===== src/rtl/instr_fetch_buf_pkg.sv =====
`default_nettype none
// ============================================================================
// Module   : instr_fetch_buf_pkg
// Purpose  : Shared constants and the fetch entry type for the instruction
//            fetch front end (instr_fetch_buf and its prefetch queue).
// Contents : PC_W      - default program counter / imem address width
//            CODE_W    - instruction code width
//            HALT_CODE - code that ends fetching
//            NOP_CODE  - code presented when no instruction is held
//            instr_entry_t - {code, pc} pair at the default widths
// Revision : 1.0 - initial release
// ============================================================================
package instr_fetch_buf_pkg;

   localparam int PC_W   = 8;
   localparam int CODE_W = 8;

   localparam logic [CODE_W-1:0] HALT_CODE = 8'hFF;
   localparam logic [CODE_W-1:0] NOP_CODE  = 8'h00;

   // One prefetched instruction together with the address it came from.
   typedef struct packed {
      logic [CODE_W-1:0] code;
      logic [PC_W-1:0]   pc;
   } instr_entry_t;

endpackage : instr_fetch_buf_pkg
`default_nettype wire


===== src/rtl/instr_fetch_buf_sync_fifo.sv =====
`default_nettype none
// ============================================================================
// Module   : sync_fifo
// Purpose  : Small synchronous FIFO with a registered head. Used as the
//            prefetch queue of instr_fetch_buf.
// Ports    : clk       - clock, rising edge
//            rst       - asynchronous active-low reset
//            clear     - synchronous flush of all entries (wins over push/pop)
//            push      - write push_data at the tail
//            push_data - entry to write
//            pop       - drop the head entry (ignored when empty)
//            pop_data  - current head entry (valid when empty=0)
//            count     - number of entries held
//            full      - count == DEPTH
//            empty     - count == 0
// Revision : 1.0 - initial release
// ============================================================================
module sync_fifo #(
   parameter int WIDTH = 16,
   parameter int DEPTH = 2
) (
   input  logic                   clk,
   input  logic                   rst,
   input  logic                   clear,
   input  logic                   push,
   input  logic [WIDTH-1:0]       push_data,
   input  logic                   pop,
   output logic [WIDTH-1:0]       pop_data,
   output logic [$clog2(DEPTH):0] count,
   output logic                   full,
   output logic                   empty
);

   localparam int PTR_W = $clog2(DEPTH);
   localparam logic [PTR_W:0] DEPTH_CNT = (PTR_W+1)'(DEPTH);

   logic [WIDTH-1:0] mem_q [DEPTH];
   logic [WIDTH-1:0] mem_d [DEPTH];
   logic [PTR_W-1:0] wr_ptr_q, wr_ptr_d;
   logic [PTR_W-1:0] rd_ptr_q, rd_ptr_d;
   logic [PTR_W:0]   count_q,  count_d;
   logic             do_push;
   logic             do_pop;

   assign empty    = (count_q == '0);
   assign full     = (count_q == DEPTH_CNT);
   assign count    = count_q;
   assign pop_data = mem_q[rd_ptr_q];

   // A push into a full queue is accepted only when the head leaves in the
   // same cycle; DEPTH is a power of two so the pointers wrap naturally.
   assign do_pop  = pop & ~empty;
   assign do_push = push & (~full | do_pop);

   always_comb begin
      mem_d    = mem_q;
      wr_ptr_d = wr_ptr_q;
      rd_ptr_d = rd_ptr_q;
      count_d  = count_q;
      if (clear) begin
         wr_ptr_d = '0;
         rd_ptr_d = '0;
         count_d  = '0;
      end else begin
         if (do_push) begin
            mem_d[wr_ptr_q] = push_data;
            wr_ptr_d        = wr_ptr_q + PTR_W'(1);
         end
         if (do_pop) begin
            rd_ptr_d = rd_ptr_q + PTR_W'(1);
         end
         count_d = count_q + {{PTR_W{1'b0}}, do_push} - {{PTR_W{1'b0}}, do_pop};
      end
   end

   // Storage needs no reset: nothing is read while count is zero.
   always_ff @(posedge clk) begin
      mem_q <= mem_d;
   end

   always_ff @(posedge clk or negedge rst) begin
      if (!rst) begin
         wr_ptr_q <= '0;
         rd_ptr_q <= '0;
         count_q  <= '0;
      end else begin
         wr_ptr_q <= wr_ptr_d;
         rd_ptr_q <= rd_ptr_d;
         count_q  <= count_d;
      end
   end

endmodule : sync_fifo
`default_nettype wire


===== src/rtl/instr_fetch_buf.sv =====
`default_nettype none
// ============================================================================
// Module   : instr_fetch_buf
// Purpose  : Instruction fetch front end. Owns the PC, reads a synchronous
//            instruction memory (1-cycle latency), buffers codes in a
//            prefetch queue and hands them to IF/ID with valid/stall.
// Ports    : clk         - clock, rising edge
//            rst         - asynchronous active-low reset
//            stall       - downstream not ready, hold the head entry
//            flush       - redirect fetch to flush_pc
//            flush_pc    - redirect target
//            imem_addr   - instruction memory read address (= pc)
//            imem_en     - read request this cycle
//            imem_rdata  - read data, valid the cycle after imem_en
//            instr_code  - head instruction, NOP_CODE when not valid
//            instr_valid - instr_code holds a real instruction
//            instr_pc    - address of the head instruction, 0 when not valid
//            halted      - the halt instruction has been consumed downstream
// Revision : 1.0 - initial release
// ============================================================================
module instr_fetch_buf #(
   parameter int PC_W       = instr_fetch_buf_pkg::PC_W,
   parameter int FIFO_DEPTH = 2,
   parameter logic [instr_fetch_buf_pkg::CODE_W-1:0] HALT_CODE = instr_fetch_buf_pkg::HALT_CODE,
   parameter logic [instr_fetch_buf_pkg::CODE_W-1:0] NOP_CODE  = instr_fetch_buf_pkg::NOP_CODE
) (
   input  logic                                   clk,
   input  logic                                   rst,
   input  logic                                   stall,
   input  logic                                   flush,
   input  logic [PC_W-1:0]                        flush_pc,
   output logic [PC_W-1:0]                        imem_addr,
   output logic                                   imem_en,
   input  logic [instr_fetch_buf_pkg::CODE_W-1:0] imem_rdata,
   output logic [instr_fetch_buf_pkg::CODE_W-1:0] instr_code,
   output logic                                   instr_valid,
   output logic [PC_W-1:0]                        instr_pc,
   output logic                                   halted
);

   import instr_fetch_buf_pkg::*;

   localparam int CNT_W   = $clog2(FIFO_DEPTH) + 1;
   localparam int ENTRY_W = CODE_W + PC_W;
   localparam logic [CNT_W:0] DEPTH_LIM = (CNT_W+1)'(FIFO_DEPTH);

   // Same layout as instr_entry_t, sized by this instance's PC_W.
   typedef struct packed {
      logic [CODE_W-1:0] code;
      logic [PC_W-1:0]   pc;
   } fetch_entry_t;

   logic [PC_W-1:0] pc_q,         pc_d;
   logic            pending_q,    pending_d;
   logic [PC_W-1:0] pend_addr_q,  pend_addr_d;
   logic            fetch_stop_q, fetch_stop_d;
   logic            halted_q,     halted_d;

   fetch_entry_t     head;
   fetch_entry_t     push_entry;
   logic [CNT_W-1:0] fifo_count;
   logic             fifo_full;
   logic             fifo_empty;
   logic             pop;
   logic             push;
   logic             credit_ok;

   assign instr_valid = ~fifo_empty;

   // Flush overrides a same-cycle pop and push.
   assign pop  = instr_valid & ~stall & ~flush;
   assign push = pending_q & ~fetch_stop_q & ~flush;

   // Credit: queued + in-flight entries, less the one leaving now, must stay
   // below the depth. Written as an addition on the right to avoid underflow.
   assign credit_ok = ({1'b0, fifo_count} + {{CNT_W{1'b0}}, pending_q})
                      < (DEPTH_LIM + {{CNT_W{1'b0}}, pop});

   // rst gates the request so the memory sees no read while reset is held.
   assign imem_en   = rst & ~fetch_stop_q & ~flush & credit_ok;
   assign imem_addr = pc_q;

   assign push_entry.code = imem_rdata;
   assign push_entry.pc   = pend_addr_q;

   always_comb begin
      pc_d         = pc_q;
      pending_d    = imem_en;
      pend_addr_d  = imem_en ? pc_q : pend_addr_q;
      fetch_stop_d = fetch_stop_q;
      halted_d     = halted_q;
      if (flush) begin
         pc_d         = flush_pc;
         fetch_stop_d = 1'b0;
         halted_d     = 1'b0;
      end else begin
         if (imem_en) begin
            pc_d = pc_q + PC_W'(1);
         end
         // Stopping on the push edge means a read issued alongside the halt
         // returns while fetch_stop is set and is therefore dropped.
         if (push && (imem_rdata == HALT_CODE)) begin
            fetch_stop_d = 1'b1;
         end
         if (pop && (head.code == HALT_CODE)) begin
            halted_d = 1'b1;
         end
      end
   end

   always_ff @(posedge clk or negedge rst) begin
      if (!rst) begin
         pc_q         <= '0;
         pending_q    <= 1'b0;
         pend_addr_q  <= '0;
         fetch_stop_q <= 1'b0;
         halted_q     <= 1'b0;
      end else begin
         pc_q         <= pc_d;
         pending_q    <= pending_d;
         pend_addr_q  <= pend_addr_d;
         fetch_stop_q <= fetch_stop_d;
         halted_q     <= halted_d;
      end
   end

   sync_fifo #(
      .WIDTH (ENTRY_W),
      .DEPTH (FIFO_DEPTH)
   ) u_prefetch_q (
      .clk       (clk),
      .rst       (rst),
      .clear     (flush),
      .push      (push),
      .push_data (push_entry),
      .pop       (pop),
      .pop_data  (head),
      .count     (fifo_count),
      .full      (fifo_full),
      .empty     (fifo_empty)
   );

   assign instr_code = instr_valid ? head.code : NOP_CODE;
   assign instr_pc   = instr_valid ? head.pc   : '0;
   assign halted     = halted_q;

   // The credit rule must make overflow impossible.
   a_no_fifo_overflow: assert property (
      @(posedge clk) disable iff (!rst) !(push && fifo_full && !pop)
   );

endmodule : instr_fetch_buf
`default_nettype wire


===== config.mk =====
export PLATFORM = sky130hd
export DESIGN_NAME = instr_fetch_buf
export DESIGN_NICKNAME = d
export VERILOG_FILES = /design/src/rtl/instr_fetch_buf_pkg.sv /design/src/rtl/instr_fetch_buf_sync_fifo.sv /design/src/rtl/instr_fetch_buf.sv
export SDC_FILE = /design/constraint.sdc
export NUM_CORES = 1
export LEC_CHECK = 0
export BUFFER_PORTS_ARGS = -buffer_cell sky130_fd_sc_hd__buf_2
export CORE_MARGIN = 2
export CORE_UTILIZATION = 40
export CTS_CLUSTER_SIZE = 16
export DETAILED_ROUTE_END_ITERATION = 16
export REMOVE_ABC_BUFFERS = 1
export SLEW_MARGIN = 20
export SYNTH_ARGS = -nofsm -noshare
export SYNTH_HDL_FRONTEND = slang
export SYNTH_SLANG_ARGS = --single-unit

===== constraint.sdc =====
create_clock -name clk -period 2.5 [get_ports clk]
set_input_delay 0.25 -clock clk [delete_from_list [all_inputs] [get_ports clk]]
set_output_delay 0.25 -clock clk [all_outputs]
set_load 0.05 [all_outputs]

# After elaboration in Yosys (flattened, before gate mapping)
# Cells that the tools add are included.
# totals
input_bits,20
reg_bits,55
out_inout_bits,27
# op_classes
n_addsub,7
n_eq_ne,3
reduce_logical,10
n_lt_le_gt_ge,4
n_bitwise,17
n_mux,19
# op_table
operator,n
16-bit 2-to-1 mux,4
32-bit bitwise mux,1
8-bit 2-to-1 mux,4
16-bit demux with 1-bit select,1
8-bit equality test (second input constant),2
2-bit nonzero test,5
1-bit bitwise AND,9
8-bit by 1-bit adder with 8-bit output (second input constant),1
1-bit 2-to-1 mux,8
1-bit inverter,5
2-bit >= comparator (second input constant),2
1-bit inverter with 2-bit output,2
2-bit by 1-bit adder with 3-bit output,1
2-bit by 1-bit adder with 3-bit output (first input constant),1
1-bit logical AND,3
3-bit < comparator,1
1-bit adder (second input constant),2
2-bit by 1-bit adder with 2-bit output,1
2-bit equality test (second input constant),1
2-bit logical NOT,1
2-bit by 1-bit < comparator with 1-bit output (second input constant),1
2-bit 2-to-1 mux,1
2-bit AND reduction,1
2-bit by 1-bit subtractor with 2-bit output,1
1-bit OR,1

# Longest topological paths before layout
# logic_depth
word_depth,10
ltp_mapped,8
depth_no_buf,7

# By module
# A second synthesis with hierarchy kept.
# hier_totals
cells_unflattened,198
hier_area_um2,2539.9
# by_module_without_submodules
mod,cells_per_inst,instances,area_per_inst_um2
sync_fifo,79,1,1411.4
instr_fetch_buf,119,1,1128.6

# Least setup slack after synthesis
# Ideal clock, no wire load.
# synth_timing
kind,reg2out
startpoint,reg u_prefetch_q.rd_ptr_q
endpoint,out instr_code[3] (netlist name)
t_arrival_ps,1723
path_slack_ps,527
t_required_ps,2250
path_stages_with_launch,5
cell_sequence,dfrtp_1 -> clkbuf_1 -> buf_2 -> mux2i_1 -> nor2_1
# synth_via
elab_chain_cells,5
# synth_rtl
element,line,text
"start, declared",instr_fetch_buf_sync_fifo.sv:40,"logic [PTR_W-1:0] rd_ptr_q, rd_ptr_d;"
"start signal, assigned",instr_fetch_buf_sync_fifo.sv:88,rd_ptr_q <= rd_ptr_d;
1-bit inverter with 2-bit output (implied by the code),instr_fetch_buf_sync_fifo.sv:48,assign pop_data = mem_q[rd_ptr_q];
16-bit 2-to-1 mux (implied by the code) (3 in series),instr_fetch_buf_sync_fifo.sv:48,
8-bit 2-to-1 mux,instr_fetch_buf.sv:143,assign instr_code = instr_valid ? head.code : NOP_CODE;
"end, declared",instr_fetch_buf.sv:35,"output logic [instr_fetch_buf_pkg::CODE_W-1:0] instr_code,"
# No other way between the ends. The select of a mux whose other input is x is not followed.

# Final worst setup path
# layout_timing
startpoint,reg u_prefetch_q.count_q[0] (netlist: u_prefetch_q.count[0])
endpoint,out imem_en
# layout_via
elab_chain_cells,7
word_cells_on_any_way,8
# layout_rtl
element,line,text
"start, declared",instr_fetch_buf_sync_fifo.sv:41,"logic [PTR_W:0] count_q, count_d;"
"start signal, assigned",instr_fetch_buf_sync_fifo.sv:89,count_q <= count_d;
2-bit logical NOT,instr_fetch_buf_sync_fifo.sv:45,assign empty = (count_q == '0);
1-bit inverter,instr_fetch_buf.sv:68,assign instr_valid = ~fifo_empty;
1-bit bitwise AND (2 in series),instr_fetch_buf.sv:71,assign pop = instr_valid & ~stall & ~flush;
2-bit by 1-bit adder with 3-bit output,instr_fetch_buf.sv:77,"< (DEPTH_LIM + {{CNT_W{1'b0}}, pop});"
3-bit < comparator *,instr_fetch_buf.sv:77,
1-bit bitwise AND *,instr_fetch_buf.sv:80,assign imem_en = rst & ~fetch_stop_q & ~flush & credit_ok;
"end, declared",instr_fetch_buf.sv:33,"output logic imem_en,"
# Every way passes the cells marked *; elsewhere a longest branch is shown, timed or not.

==> flow_summary.yaml <==
run_status:
  status: "complete, no violations"
floorplanning:
  die_area_um2: 6796
  num_rows: 28
  initial_core_util_pct: 41.57
  core_um2: 5921
  die_h_um: 82.44
  die_w_um: 82.44
  io_pins: 47
drt:
  vias: 1717
  drc: 0
  firstDrtPassIters: 4
  drt_iter0_drc: 71
  wirelength_um: 4888
  ant_nets: 0
  via_per_inst: 5.283
  avgRoutedWirePerCell_um: 15.04
power_and_ir_drop:
  ir_worst_vdd_mv: 0.2976
  p_seq_share_pct: 53.9
  switching_share_pct: 32.92
  combPwrFrac_pct: 25.3
  clkPwrFrac_pct: 20.7
  power.switching_mw: 0.7018
  total_power_mw: 2.132
  power.internal_mw: 1.430
  power_density_nw_per_um2: 740.8
  p_leak_nw: 1.172
global_routing:
  grtUsageTotal_pct: 15.70
  antenna_found_initial: 0
  grt_pass1_wl_um: 7886
  grt_max_degree: 22
  grt_pass1_vias: 1569
  overflow: 0
final_layout:
  layout-drive-gt1-share_pct: 27.60
  areaGrowthSynthToFinish_pct: 16.93
  stdcell_area_um2: 2878
  num_antenna_cells: 0
  fin_nets: 275
  finish.utilization_pct: 48.61
critical_path:
  critPathTopFamily: "flip-flops"
  path_class: "reg -> out"
  path_cells: "ha_1 -> o31ai_1 -> nand3_2 -> inv_2 -> buf_2"
  critPathBufInv: 2
  slowest_stage: "dfrtp_1"
  cp-start-kind: "flop"
  critPathMaxStageDelay_ns: 0.42
  path_max_fanout: 9
  cp-end-kind: "primary output"
  required_ns: 2.25
  crit_arrival_ns: 2.02
synth:
  synth_area_per_cell_um2: 12.49
  yosysSeqAreaShare_pct: 62.43
  synth-main-ff-cell: "edfxtp_1"
  synthTopCellsByArea: "edfxtp_1 39%, dfrtp_1 23%, mux2i_1 5.7%, nor2_1 4.1%, mux2_2 2.7%"
  synth_top_family_by_area: "simple AND/OR/NAND/NOR gates"
  synth_cell_types: 43
  synthTopCellsByCount: "32 x edfxtp_1, 27 x nor2_1, 23 x dfrtp_1"
  synth_xor_area_share_pct: 0.7117
  synthSimpleGateAreaFrac_pct: 13.27
  synth-edff-count: 32
  yosys.area_share.adder_pct: 2.542
  syn_area_um2: 2461
  yosys_warnings: 0
  synth.most_common_cell: "edfxtp_1"
  synth.top_cell.area_share_pct: 39.04
  synth-seq-cells: 55
  synth_async_sr_flop_share_pct: 41.82
  synth_top_area_cell: "edfxtp_1"
  syn-instance-count: 197
  synth_compound_area_share_pct: 8.592
  synthMuxAreaShare_pct: 9.354
run:
  maxCapViolCount: 0
clock_network:
  clk_pin_slew_worst_paths_ns: 0.09
  cts.sinks: 55
  clock_latency_ns: 0.30
  cts_tree: "built"
  postCtsSetupRepairBufs: 0
  cts_buffer_depth: 2
  cts-root-buf: "clkbuf_8"
  cts_made_buffers: 5
  ctsHtreeMaxLevel: 2
timing:
  setup_viol: 0
  grt_setup_unrepaired: "no"
  tns_ns: 0
  clock_skew_ns: 0.005971
  layout_min_cycle_time_ns: 2.271
  hold_viol: 0
  clock.fmax_ghz: 0.4404
  tightestPinTransition_ns: 0.9285
  fin_crit_sh_pct: 90.82
  slew_viol_final: 0
  max_slew_margin_pct: 38.10
place:
  dpl.hpwl_um: 3508
  port_buffers: 46
  globalplace.congestion: 0.7276
  placed_cell_area_um2: 2791
worst_hold_path:
  min_path_type: "in -> reg"
flip-flops by register name, indices dropped and copies added (netlist names):
register and count:
pending_q 1, pend_addr_q 8, halted 1, u_prefetch_q.wr_ptr_q 1
u_prefetch_q.count 2, fetch_stop_q 1, u_prefetch_q.rd_ptr_q 1, imem_addr 8
u_prefetch_q.mem_q 32
power by group through the flow:
stage / Clock (mW) / Sequential (mW) / Combinational (mW)
2_1_floorplan: 0 / 1.21 / 0.335
3_3_place_gp: 0 / 1.17 / 0.538
3_5_place_dp: 0 / 1.17 / 0.543
4_1_cts: 0.455 / 1.15 / 0.546
5_1_grt: 0.497 / 1.17 / 0.586
6_report: 0.442 / 1.15 / 0.540
cells in the final DEF (no fill, tap or decap), types with 6 or more instances in the layout:
cell type	netlist	routed
inv_1	6	6
mux2_2	6	6
a31oi_1	6	6
nand2_1	6	6
o21ai_1	7	7
nand3_1	6	6
mux2i_1	14	14
or3_1	7	7
dfrtp_1	23	23
nor2_1	27	27
nand4_1	6	6
buf_4	0	7
buf_2	1	46
edfxtp_1	32	32
stage by stage:
| step | instances | worst slack [ns] | hold WS (ns) |
|---|---|---|---|
| global placement | 317 | 0.5683 | 0.07166 |
| global route | 325 | 0.05447 | 0.1465 |
| finish | 325 | 0.2294 | 0.1557 |
| detailed placement | 317 | 0.5316 | 0.06834 |
| CTS | 325 | 0.2052 | 0.1521 |
| floorplan | 189 | 0.3636 | -0.04559 |
what timing repair did:
| item | CTS | global route |
|---|---|---|
| endpoints found under the hold margin | 2 | 0 |
| hold buffers | 1 | 0 |
| resized for setup | 0 | 0 |
cell type report:
type / instances / area, um2
Fill cell: 542 / 3043
Clock buffer: 7 / 76.32
Inverter: 8 / 30.03
Sequential cell: 55 / 1536
Tap cell: 75 / 93.84
Timing Repair Buffer: 54 / 292.8
Multi-Input combinational cell: 126 / 848.3
worst paths after layout:
kind                                             from                endpoint  slack (ns)  cells after the start
worst max-delay path            u_prefetch_q.count[0]                 imem_en        0.23                      5
worst min-delay path                    imem_rdata[4]  u_prefetch_q.mem_q[12]        0.16                      1
worst max register to register  u_prefetch_q.count[0]            imem_addr[2]        0.51                      4
worst min register to register         pend_addr_q[2]   u_prefetch_q.mem_q[2]        0.47                      0
max in group asynchronous                         rst   u_prefetch_q.count[1]        1.72                      3
min in group asynchronous                         rst   u_prefetch_q.count[0]        0.28                      2
layer usage:
layer / GRT usage [%] / vias up / part of all wire, %
met1: 22.04 / 833 / 48
li1: - / 837 / -
met2: 24.35 / 42 / 46
met4: 5.000 / 0 / 0.80
met5: 0 / - / 0
met3: 3.478 / 5 / 5.3
worst register-to-register path: cells and delay by family (launching register included):
kind / cells / cell delay (ns)
simple gates: 1 / 0.41
compound gates: 2 / 0.75
flops: 1 / 0.42
fa+ha+maj: 1 / 0.32
cells by family after synthesis:
kind of cell    after synthesis
fa+ha+maj                     5
xor+xnor                      2
mux                          22
simple gates                 65
buf+inv                      16
compound gates               32
flops                        55
Power figures use the tool's default switching activity.
